### config.mk
export PLATFORM = sky130hd
export DESIGN_NAME = fixed_point_divider
export DESIGN_NICKNAME = d
export VERILOG_FILES = /design/src/rtl/fixed_point_divider.sv
export SDC_FILE = /design/constraint.sdc
export NUM_CORES = 1
export LEC_CHECK = 0
export ABC_AREA = 1
export CAP_MARGIN = 20
export CORE_MARGIN = 5
export CORE_UTILIZATION = 55
export CTS_BUF_LIST = sky130_fd_sc_hd__clkbuf_16
export DETAILED_ROUTE_END_ITERATION = 6
export GPL_TIMING_DRIVEN = 0
export PLACE_DENSITY = 0.77
export SETUP_SLACK_MARGIN = 0.5
export SLEW_MARGIN = 5
export SYNTH_ARGS = -nofsm -noshare
export SYNTH_HDL_FRONTEND = slang
export SYNTH_SLANG_ARGS = --single-unit
### constraint.sdc
create_clock -name clk -period 7.5 [get_ports clk]
set_input_delay 0.75 -clock clk [delete_from_list [all_inputs] [get_ports clk]]
set_output_delay 0.75 -clock clk [all_outputs]
set_load 0.02 [all_outputs]
### src/rtl/fixed_point_divider.sv
// Sequential signed Q-format divider: restoring division, one quotient bit per clock,
// with saturation on overflow and divide-by-zero and a start/busy/done handshake.
module fixed_point_divider #(
  parameter int Q = 12,
  parameter int N = 32
) (
  input  logic         clk,
  input  logic         rst,
  input  logic         start,
  input  logic [N-1:0] dividend,
  input  logic [N-1:0] divisor,
  output logic         busy,
  output logic         done,
  output logic [N-1:0] quotient,
  output logic         overflow,
  output logic         div_by_zero
);
  localparam int W  = N - 1 + Q;
  localparam int CW = $clog2(W + 1);
  localparam logic [CW-1:0] LAST = CW'(W);
  localparam logic [N-2:0]  ONE  = {{(N-2){1'b0}}, 1'b1};

  typedef enum logic [1:0] {IDLE, CALC, FIN} state_t;

  state_t        state_q;
  logic [CW-1:0] cnt_q;
  logic [N-1:0]  rem_q;
  logic [W-1:0]  dq_q;
  logic [N-2:0]  bmag_q;
  logic          sign_q;
  logic          dbz_q;
  logic          busy_q;
  logic          done_q;
  logic [N-1:0]  quot_q;
  logic          ovf_q;
  logic          dbz_out_q;

  logic [N-2:0]  amag;
  logic [N-2:0]  bmag;
  logic          bz;
  logic [N-1:0]  rem_shift;
  logic          q_bit;
  logic [N-1:0]  rem_d;
  logic [W-1:0]  dq_d;
  logic          ovf_d;
  logic [N-2:0]  mag_d;
  logic          sign_d;
  logic [N-1:0]  quot_d;

  always_comb begin
    amag      = dividend[N-1] ? (~dividend[N-2:0] + ONE) : dividend[N-2:0];
    bmag      = divisor[N-1]  ? (~divisor[N-2:0] + ONE)  : divisor[N-2:0];
    bz        = (bmag == '0);
    // dq_q shifts dividend bits out of the top while quotient bits enter at the bottom
    rem_shift = {rem_q[N-2:0], dq_q[W-1]};
    q_bit     = (rem_shift >= {1'b0, bmag_q});
    rem_d     = q_bit ? (rem_shift - {1'b0, bmag_q}) : rem_shift;
    dq_d      = {dq_q[W-2:0], q_bit};
    ovf_d     = ~dbz_q & (|dq_q[W-1:N-1]);
    mag_d     = (dbz_q | ovf_d) ? '1 : dq_q[N-2:0];
    sign_d    = sign_q & (mag_d != '0);
    quot_d    = {sign_d, sign_d ? (~mag_d + ONE) : mag_d};
  end

  always_ff @(posedge clk) begin
    if (rst) begin
      state_q   <= IDLE;
      cnt_q     <= '0;
      rem_q     <= '0;
      dq_q      <= '0;
      bmag_q    <= '0;
      sign_q    <= 1'b0;
      dbz_q     <= 1'b0;
      busy_q    <= 1'b0;
      done_q    <= 1'b0;
      quot_q    <= '0;
      ovf_q     <= 1'b0;
      dbz_out_q <= 1'b0;
    end else begin
      case (state_q)
        IDLE: begin
          if (start) begin
            rem_q   <= '0;
            dq_q    <= {amag, {Q{1'b0}}};
            bmag_q  <= bmag;
            dbz_q   <= bz;
            sign_q  <= bz ? (dividend[N-1] & (amag != '0)) : (dividend[N-1] ^ divisor[N-1]);
            // divide-by-zero skips straight to the last count so done still comes 2 edges later
            cnt_q   <= bz ? (LAST - 1'b1) : '0;
            busy_q  <= 1'b1;
            state_q <= CALC;
          end
        end
        CALC: begin
          if (cnt_q == LAST) begin
            quot_q    <= quot_d;
            ovf_q     <= ovf_d;
            dbz_out_q <= dbz_q;
            done_q    <= 1'b1;
            state_q   <= FIN;
          end else begin
            if (!dbz_q) begin
              rem_q <= rem_d;
              dq_q  <= dq_d;
            end
            cnt_q <= cnt_q + 1'b1;
          end
        end
        FIN: begin
          done_q  <= 1'b0;
          busy_q  <= 1'b0;
          state_q <= IDLE;
        end
        default: state_q <= IDLE;
      endcase
    end
  end

  assign busy        = busy_q;
  assign done        = done_q;
  assign quotient    = quot_q;
  assign overflow    = ovf_q;
  assign div_by_zero = dbz_out_q;

endmodule

## Yosys cells after proc, flatten, opt, wreduce, memory -nomap -nowiden

Cells that the tools add are included.

- Add/sub/neg operators: 5
- Multiplexer cells: 25
- Order comparisons: 1
- Reductions and logical operators: 15
- Equal/unequal tests: 7
- Bitwise operators: 9

Operators with widths:

| operator | number |
|---|---|
| $mux W31 | 8 |
| $mux W43 | 3 |
| $add A31 B1 Y31 const B | 3 |
| $not A31 Y31 | 3 |
| $pmux W43 S2 | 1 |
| $pmux W31 S2 | 1 |
| $reduce_bool A31 Y1 | 2 |
| $ge A32 B31 Y1 | 1 |
| $logic_not A31 Y1 | 1 |
| $sub A31 B31 Y31 | 1 |
| $mux W6 | 3 |
| $pmux W6 S2 | 1 |
| $reduce_or A12 Y1 | 1 |
| $reduce_and A2 Y1 | 5 |
| $ne A2 B2 Y1 const B | 4 |
| $add A6 B1 Y6 const B | 1 |
| $eq A6 B6 Y1 const B | 1 |
| $reduce_bool A2 Y1 | 3 |
| $mux W2 | 2 |
| $pmux W1 S2 | 2 |
| $pmux W2 S2 | 1 |
| $reduce_and A4 Y1 | 1 |
| $and A1 B1 Y1 | 3 |
| $mux W1 | 3 |
| other kinds (7) | 7 |

- Output and inout port bits: 36
- Register bits after elaboration: 151
- Word-level logic and storage cells: 74

## Logic depth before layout (Yosys ltp)

Gate-level depths: netlist (run 1).

- Word-level depth: 7
- Gate-level depth with buffers: 18

## Worst setup path before layout (run 1)

Ideal clock, no wire load.

- Path kind: input-to-reg
- Start: input divisor[0]
- End: register sign_q
- Setup time: 0.117 ns
- Data arrival time: 2.338 ns
- Stages on the path: 17
- Data required time: 7.383 ns
- Setup slack: 5.045 ns
- Cells stage by stage: inv_1 ha_1 nand2_1 nor2_1 nand2_1 nand2_1 nand3_1 nand2_1 nand2_1 nor2_1 nand2_1 nor2_1 nand3_1 nand2_1 nand2_1 nor2_1 nor2_1

- Cells in the longest elaborated chain, start to end: 5

Ends and longest elaborated chain:

| what | RTL line | RTL |
|---|---|---|
| start: declaration | 11 | `input logic [N-1:0] divisor,` |
| $not A31 Y31 | 52 | `bmag = divisor[N-1] ? (~divisor[N-2:0] + ONE) : divisor[N-2:0];` |
| $add A31 B1 Y31 | 52 |  |
| $mux W31 (*) | 52 |  |
| $logic_not A31 Y1 (*) | 53 | `bz = (bmag == '0);` |
| $mux W1 (*) | 87 | `sign_q <= bz ? (dividend[N-1] & (amag != '0)) : (dividend[N-1] ^ divisor[N-1]);` |
| end signal: assignment | 87 |  |
| end: declaration | 30 | `logic sign_q;` |

Every way passes the cells marked *; elsewhere a longest branch is shown, timed or not.
A chain may end at the register's enable or synchronous reset.

## Worst setup path in the final report (run 1)

- Start: register dq_q[42]
- End: register rem_q[25]

- Cells in the longest elaborated chain, start to end: 5
- Elaborated cells between the ends (all ways): 6
- Classes of those cells: add/sub (1); order compare (1); mux (4)

Ends and longest elaborated chain:

| what | RTL line | RTL |
|---|---|---|
| start: declaration | 28 | `logic [W-1:0] dq_q;` |
| start signal: assignment | 84 | `dq_q <= {amag, {Q{1'b0}}};` |
| start signal: assignment | 104 | `dq_q <= dq_d;` |
| $sub A31 B31 Y31 / $ge A32 B31 Y1 (equally long branches) | 57, 56 |  |
| $mux W31 (*) | 57 | `rem_d = q_bit ? (rem_shift - {1'b0, bmag_q}) : rem_shift;` |
| $mux W31 (*) | 102 | `if (!dbz_q) begin` |
| $mux W31 (*) | 95 | `if (cnt_q == LAST) begin` |
| $pmux W31 S2 (*) | 80 | `case (state_q)` |
| end signal: assignment | 103 | `rem_q <= rem_d;` |
| end: declaration | 27 | `logic [N-1:0] rem_q;` |

Every way passes the cells marked *; elsewhere a longest branch is shown, timed or not. The select of a mux whose other input is x is not followed.

==> results of run 1 <==
-- power groups by stage --
stage                     combinational (W)  clock (W)  sequential [W]
after floorplan                    0.000679          0        0.000876
after global placement             0.000949          0        0.000884
after detailed placement           0.000958          0        0.000885
after CTS                          0.000965   0.000914        0.000867
after global routing                0.00109   0.000956        0.000872
final                              0.000991   0.000912        0.000868
-- worst max-delay path: cells and delay by family, from the launching register on --
| family | cells | cell delay (ns) |
|---|---|---|
| AOI/OAI and AO/OA | 4 | 1.07 |
| buffers and inverters | 3 | 0.73 |
| and+or+nand+nor | 4 | 0.60 |
| adders and majority gates | 2 | 0.45 |
| DFF | 1 | 0.34 |
-- cell usage after synthesis, types with 3 or more instances --
master	count
nand2_1	588
o21ai_1	6
nand4_2	5
xor2_1	24
nand3b_1	17
inv_1	255
o22ai_1	40
clkbuf_1	41
a21o_1	7
nor2_2	12
o21bai_1	6
inv_2	7
o211ai_1	13
nor3_1	16
ha_1	35
o21a_1	9
a21oi_1	115
nor2_4	3
nand4_1	36
a21boi_0	3
o21ai_0	92
a31oi_1	11
buf_2	17
buf_6	6
nand3_2	3
xnor2_1	13
nand3_1	165
dfxtp_1	151
a211oi_1	3
nor2_1	272
-- routing by layer --
metal  vias up  share of wire
li1       6699              -
met4         0          0.027
met3        96          0.088
met1      6117           0.45
met2       631           0.43
met5         -              0
-- state kept, by name (all words and copies together) (netlist names) --
name,flops
state_q,2
overflow,1
div_by_zero,1
dbz_q,1
busy,1
quotient,32
dq_q,43
done,1
bmag_q,31
cnt_q,6
rem_q,31
sign_q,1
-- per-stage QoR --
step | power (W) | hold WS [ns] | area [µm²] | worst slack, ns | util
global placement | 0.00183 | 0.443 | 13000 | 3.97 | 0.622
detailed placement | 0.00184 | 0.443 | 13000 | 3.91 | 0.622
finish | 0.00277 | 0.446 | 13600 | 4.25 | 0.651
global route | 0.00292 | 0.492 | 13600 | 4.03 | 0.651
CTS | 0.00275 | 0.452 | 13600 | 4.35 | 0.651
floorplan | 0.00156 | 0.445 | 11700 | 5.04 | -
-- logic make-up (layout without fill, tap and decap cells) --
group	count (synthesis)	in the layout	share of synthesized area
adders and majority gates	36	36	0.0392
AOI/OAI and AO/OA	313	313	0.151
xor gates and xnor gates	37	37	0.0277
and+or+nand+nor	1131	1131	0.412
buffers and inverters	329	461	0.111
DFF	151	151	0.259
-- worst paths after layout --
| path | from | to | slack [ns] | depth (start not counted) |
|---|---|---|---|---|
| max | dq_q[42]$_SDFFE_PP0P_ | rem_q[25]$_SDFFE_PP0P_ | 4.25 | 13 |
| min | done$_SDFFE_PP0P_ | done$_SDFFE_PP0P_ | 0.45 | 2 |
| min reg2reg | done$_SDFFE_PP0P_ | done$_SDFFE_PP0P_ | 0.45 | 2 |
| max reg2reg | dq_q[42]$_SDFFE_PP0P_ | rem_q[25]$_SDFFE_PP0P_ | 4.25 | 13 |
-- final cells by class --
| type | count | area [µm²] | share of cell area |
|---|---|---|---|
| plain buffers | 65 | 310 | 0.0227 |
| clock buffers | 17 | 425 | 0.0312 |
| clock inverters | 15 | 189 | 0.0138 |
| inverters | 264 | 991 | 0.0726 |
| multi-input cells | 1517 | 7360 | 0.540 |
| flip-flops and latches | 151 | 3020 | 0.222 |
| well taps | 275 | 344 | 0.0252 |
| repair buffers | 100 | 1000 | 0.0733 |
==> metrics.cfg, run 1 <==
[timing]
tns_ns = 0
maxSlewHeadroom = 0.468
skew_ns = 0.0142
rsz0062_at_grt = no
period_minus_slack_ns = 3.25
setup_viol = 0
tightest_slew_ns = 0.798
finalMaxSlewViolations = 0
max_freq_ghz = 0.308
post-route-period-util = 0.433
hold_viol_final = 0

[yosys]
yosys_most_used_dff = dfxtp_1
yosys.area.top_type = dfxtp_1
syn_area_um2 = 11700
synth_cell_types = 48
yosysWarnings = 0
synthTopCellsByArea = dfxtp_1 (26%), nand2_1 (19%), nor2_1 (8.7%)
ys_ff_latch = 151
yosysSeqAreaShare = 0.259
async_flop_share = 0
synth.avg_cell_area_um2 = 5.85
synth_enable_flop_cells = 0
synth_top_area_share = 0.259
netlist_instances = 1997
syn_nets = 2100

[finish]
syn_to_final_growth_pct = 16.8
finalNetCount = 2219
nFillCells = 2038
finalNonFillerCells = 2404
antennaDiodeCount = 0
drive_gt1_frac = 0.0423
final_cell_mix = nand2_1 (588), nor2_1 (272), inv_1 (259)
final_common_cell = nand2_1

[critical_path]
path_class = reg -> reg
end_kind = flop
startpoint_type = flop
crit_chain = inv_2 -> ha_1 -> inv_1 -> fa_1 -> nand3_1 -> nand2_1 -> a21oi_1 -> o21ai_0 -> nand2_1 -> nand3_2 -> clkbuf_1 -> o211ai_1 -> a21oi_1
cp.required_ns = 7.87
path_max_fanout = 10
cpMaxStageDelayCell = o21ai_0
arrival_ns = 3.62
cpPeakStageDelay_ns = 0.60

[floorplanning]
die_area_um2 = 24300
ios = 103
core_area_um2 = 21000
initial_utilization = 0.558
rows = 53
die_h_um = 156
die_w_um = 156

[power_and_ir_drop]
power.share.clock = 0.329
seq_power_share = 0.313
p_int_w = 0.00170
leakage_nw = 6.44
switching_share = 0.385
ir_worst_vdd_uv = 169
p_sw_w = 0.00107
comb_power_share = 0.358
power.density_nw_per_um2 = 203

[placement]
dp.cells = 2372
dp_hpwl_um = 31400
io_buffers = 100
place.gp.congestion = 1.06

[cts]
cts_tree = yes
cts-hold-fix-buffers = 0
cts-resized-gates = 0
numCtsBuffers = 17
htreeDepth = 4
clk_path_buf_depth = 2
clkLatencyLatePin_ns = 0.44
cts_sinks = 151
clockRootBuffer = clkbuf_16
postCtsSetupBuffers = 0
clk_transition_reported_paths_ns = 0.06

[flow_run]
maxCapViolCount = 0

[drt]
firstDrtPassIters = 7
vias = 13500
ant_nets = 0
routedWlPerCell_um = 16.4
drc = 0
routed_wl_um = 39400
drt_iter0_drc = 1535
vias_per_cell = 5.63

[global_route]
antenna_found_initial = 0
grt_pass1_wl_um = 62600
grt_max_degree = 17
grt.total_usage = 0.320
grt_pass1_vias = 12100
gr-total-overflow = 0
grt_use_met3 = 0.0469
grt-busiest-layer = met2
grtUsageMet1 = 0.460
gr-usage-met2 = 0.496

[status]
status = complete, no violations

[hold_path]
hold_path.class = reg -> reg

Power figures use the tool's default switching activity.
==> inputs of run 2 (changes only) <==
==> constraint.sdc (replaced) <==
create_clock -name clk -period 3.12 [get_ports clk]
set_input_delay 0.312 -clock clk [delete_from_list [all_inputs] [get_ports clk]]
set_output_delay 0.312 -clock clk [all_outputs]
set_load 0.02 [all_outputs]
==> metrics.cfg, run 2 (same netlist as run 1, synthesis figures left out) <==
[status]
status = complete, no violations

[global_route]
grt_max_degree = 17
grt_pass1_vias = 12200
gr-total-overflow = 0
grt_pass1_wl_um = 63200
antenna_found_initial = 0
grt.total_usage = 0.322

[finish]
final_cell_mix = nand2_1 (580), nor2_1 (260), inv_1 (259)
ff_latch_area_um2 = 3020
finalNetCount = 2251
syn_to_final_growth_pct = 22.3
drive_gt1_frac = 0.0805
postLayoutCellArea_um2 = 14300
multi_input_area_um2 = 7620
antennaDiodeCount = 0
final_common_cell = nand2_1
regMostFlops = dq_q
largest_reg_flops = 43
nFillCells = 1971

[cts]
htreeDepth = 4
cts_tree = yes
cts_sinks = 151
cts-hold-fix-buffers = 0
clk_path_buf_depth = 2
clk_transition_reported_paths_ns = 0.07
clkLatencyLatePin_ns = 0.44
numCtsBuffers = 17
clockRootBuffer = clkbuf_16

[critical_path]
crit_chain = nor2_2 -> nand3_2 -> nor2_8 -> nand3_4 -> nor2_2 -> ha_4 -> nand4_4 -> nor2_4 -> nand2_4 -> nor2_4 -> nor2_4 -> buf_6 -> o21ai_1 -> nand3_1 -> nand2_1 -> inv_1
startpoint_type = flop
path_common_cell = nor2_4
r2r_slack_ns = 0.55
path_class = reg -> reg
cpPeakStageDelay_ns = 0.32
cpMaxStageDelayCell = dfxtp_2
cp.required_ns = 3.47
arrival_ns = 2.92
end_kind = flop
path_max_fanout = 6

[drt]
routed_wl_um = 40500
drc = 0
drt_iter0_drc = 1616
vias = 13800
ant_nets = 0
firstDrtPassIters = 6
vias_per_cell = 5.66
routedWlPerCell_um = 16.6

[placement]
io_buffers = 100
pre_cts_slack_ns = -0.0312
place.gp.congestion = 1.06
placed_area_um2 = 13000
dp_hpwl_um = 31400

[hold_path]
hold_path.class = reg -> reg

[timing]
rsz0062_at_grt = no
period_minus_slack_ns = 2.57
finalMaxSlewViolations = 0
skew_ns = 0.0144
tightest_slew_ns = 0.701
hold_viol_final = 0
max_freq_ghz = 0.389
tns_ns = 0
maxSlewHeadroom = 0.532
setup_viol = 0
fin_hold_ws_ns = 0.447
worst_slack_ns = 0.549
post-route-period-util = 0.824

[floorplanning]
die_h_um = 156
die_w_um = 156
ios = 103
initial_utilization = 0.558
core_area_um2 = 21000
die_area_um2 = 24300
rows = 53

[power_and_ir_drop]
ir_worst_vdd_uv = 399
p_total_w = 0.00708
power.density_nw_per_um2 = 496
leakage_nw = 6.68

[flow_run]
maxCapViolCount = 0

run 2: cell count changes in the layout (fill, tap and decap cells not counted), moves of 4 or more:
cell / previous run / this run
nor2_4: 3 / 14
buf_2: 17 / 9
nor2_1: 272 / 260
buf_4: 0 / 26
ha_1: 35 / 29
clkbuf_2: 0 / 7
o21ai_0: 92 / 87
buf_8: 0 / 4
buf_6: 6 / 13
nand3_1: 165 / 161
nand2_2: 2 / 10
clkbuf_1: 41 / 31
nand2_1: 588 / 580
run 2: path summary, 6_finish.rpt:
kind | startpoint | to | cells after the start
hold / removal | done$_SDFFE_PP0P_ | done$_SDFFE_PP0P_ | 2
setup reg to reg | dq_q[36]$_SDFFE_PP0P_ | quotient[9]$_SDFFE_PP0P_ | 16
hold reg to reg | done$_SDFFE_PP0P_ | done$_SDFFE_PP0P_ | 2
setup / recovery | dq_q[36]$_SDFFE_PP0P_ | quotient[9]$_SDFFE_PP0P_ | 16
run 2: area by class of cell:
type / instances / share of cell area
Timing Repair Buffer: 132 / 0.0909
Tap cell: 275 / 0.0241
Clock inverter: 15 / 0.0132
Inverter: 264 / 0.0693
Sequential cell: 151 / 0.212
Multi-Input combinational cell: 1517 / 0.533
Clock buffer: 17 / 0.0298
Buffer: 65 / 0.0277
run 2: report_power, final:
part,internal (W),leakage (nW),switching [W]
clock network,0.00133,0.306,0.000874
logic,0.00101,5.15,0.00178
registers,0.00202,1.23,0.0000690
total,0.00436,6.68,0.00272
run 2: layer usage:
| layer | vias to the layer above | share of wire | routed length, µm | GRT usage |
|---|---|---|---|---|
| li1 | 6765 | - | - | - |
| met4 | 2 | 0.024 | 978 | 0.0980 |
| met3 | 92 | 0.092 | 3710 | 0.0499 |
| met1 | 6245 | 0.44 | 18000 | 0.460 |
| met2 | 689 | 0.44 | 17800 | 0.502 |
| met5 | - | 0.0014 | 56 | 0 |
run 2: worst max-delay path: cells and delay by family, from the launching register on:
| family | cells | cell delay (ns) |
|---|---|---|
| AND/OR/NAND/NOR | 12 | 1.67 |
| flip-flops | 1 | 0.32 |
| adder cells (fa/ha/maj) | 1 | 0.21 |
| buffers and inverters | 2 | 0.18 |
| AO/OA/AOI/OAI | 1 | 0.08 |
run 2: metrics by stage:
stage                     utilization  cells
after floorplan                     -   1997
after global placement          0.622   2372
after detailed placement        0.622   2372
after CTS                       0.658   2413
after global routing            0.682   2436
final                           0.682   2436
run 2: timing repair:
item,4_1_cts,5_1_grt
setup endpoints to repair,69,108
gates cloned,0,4
pin swaps,6,24
buffers inserted,9,19
gates resized for setup,24,95
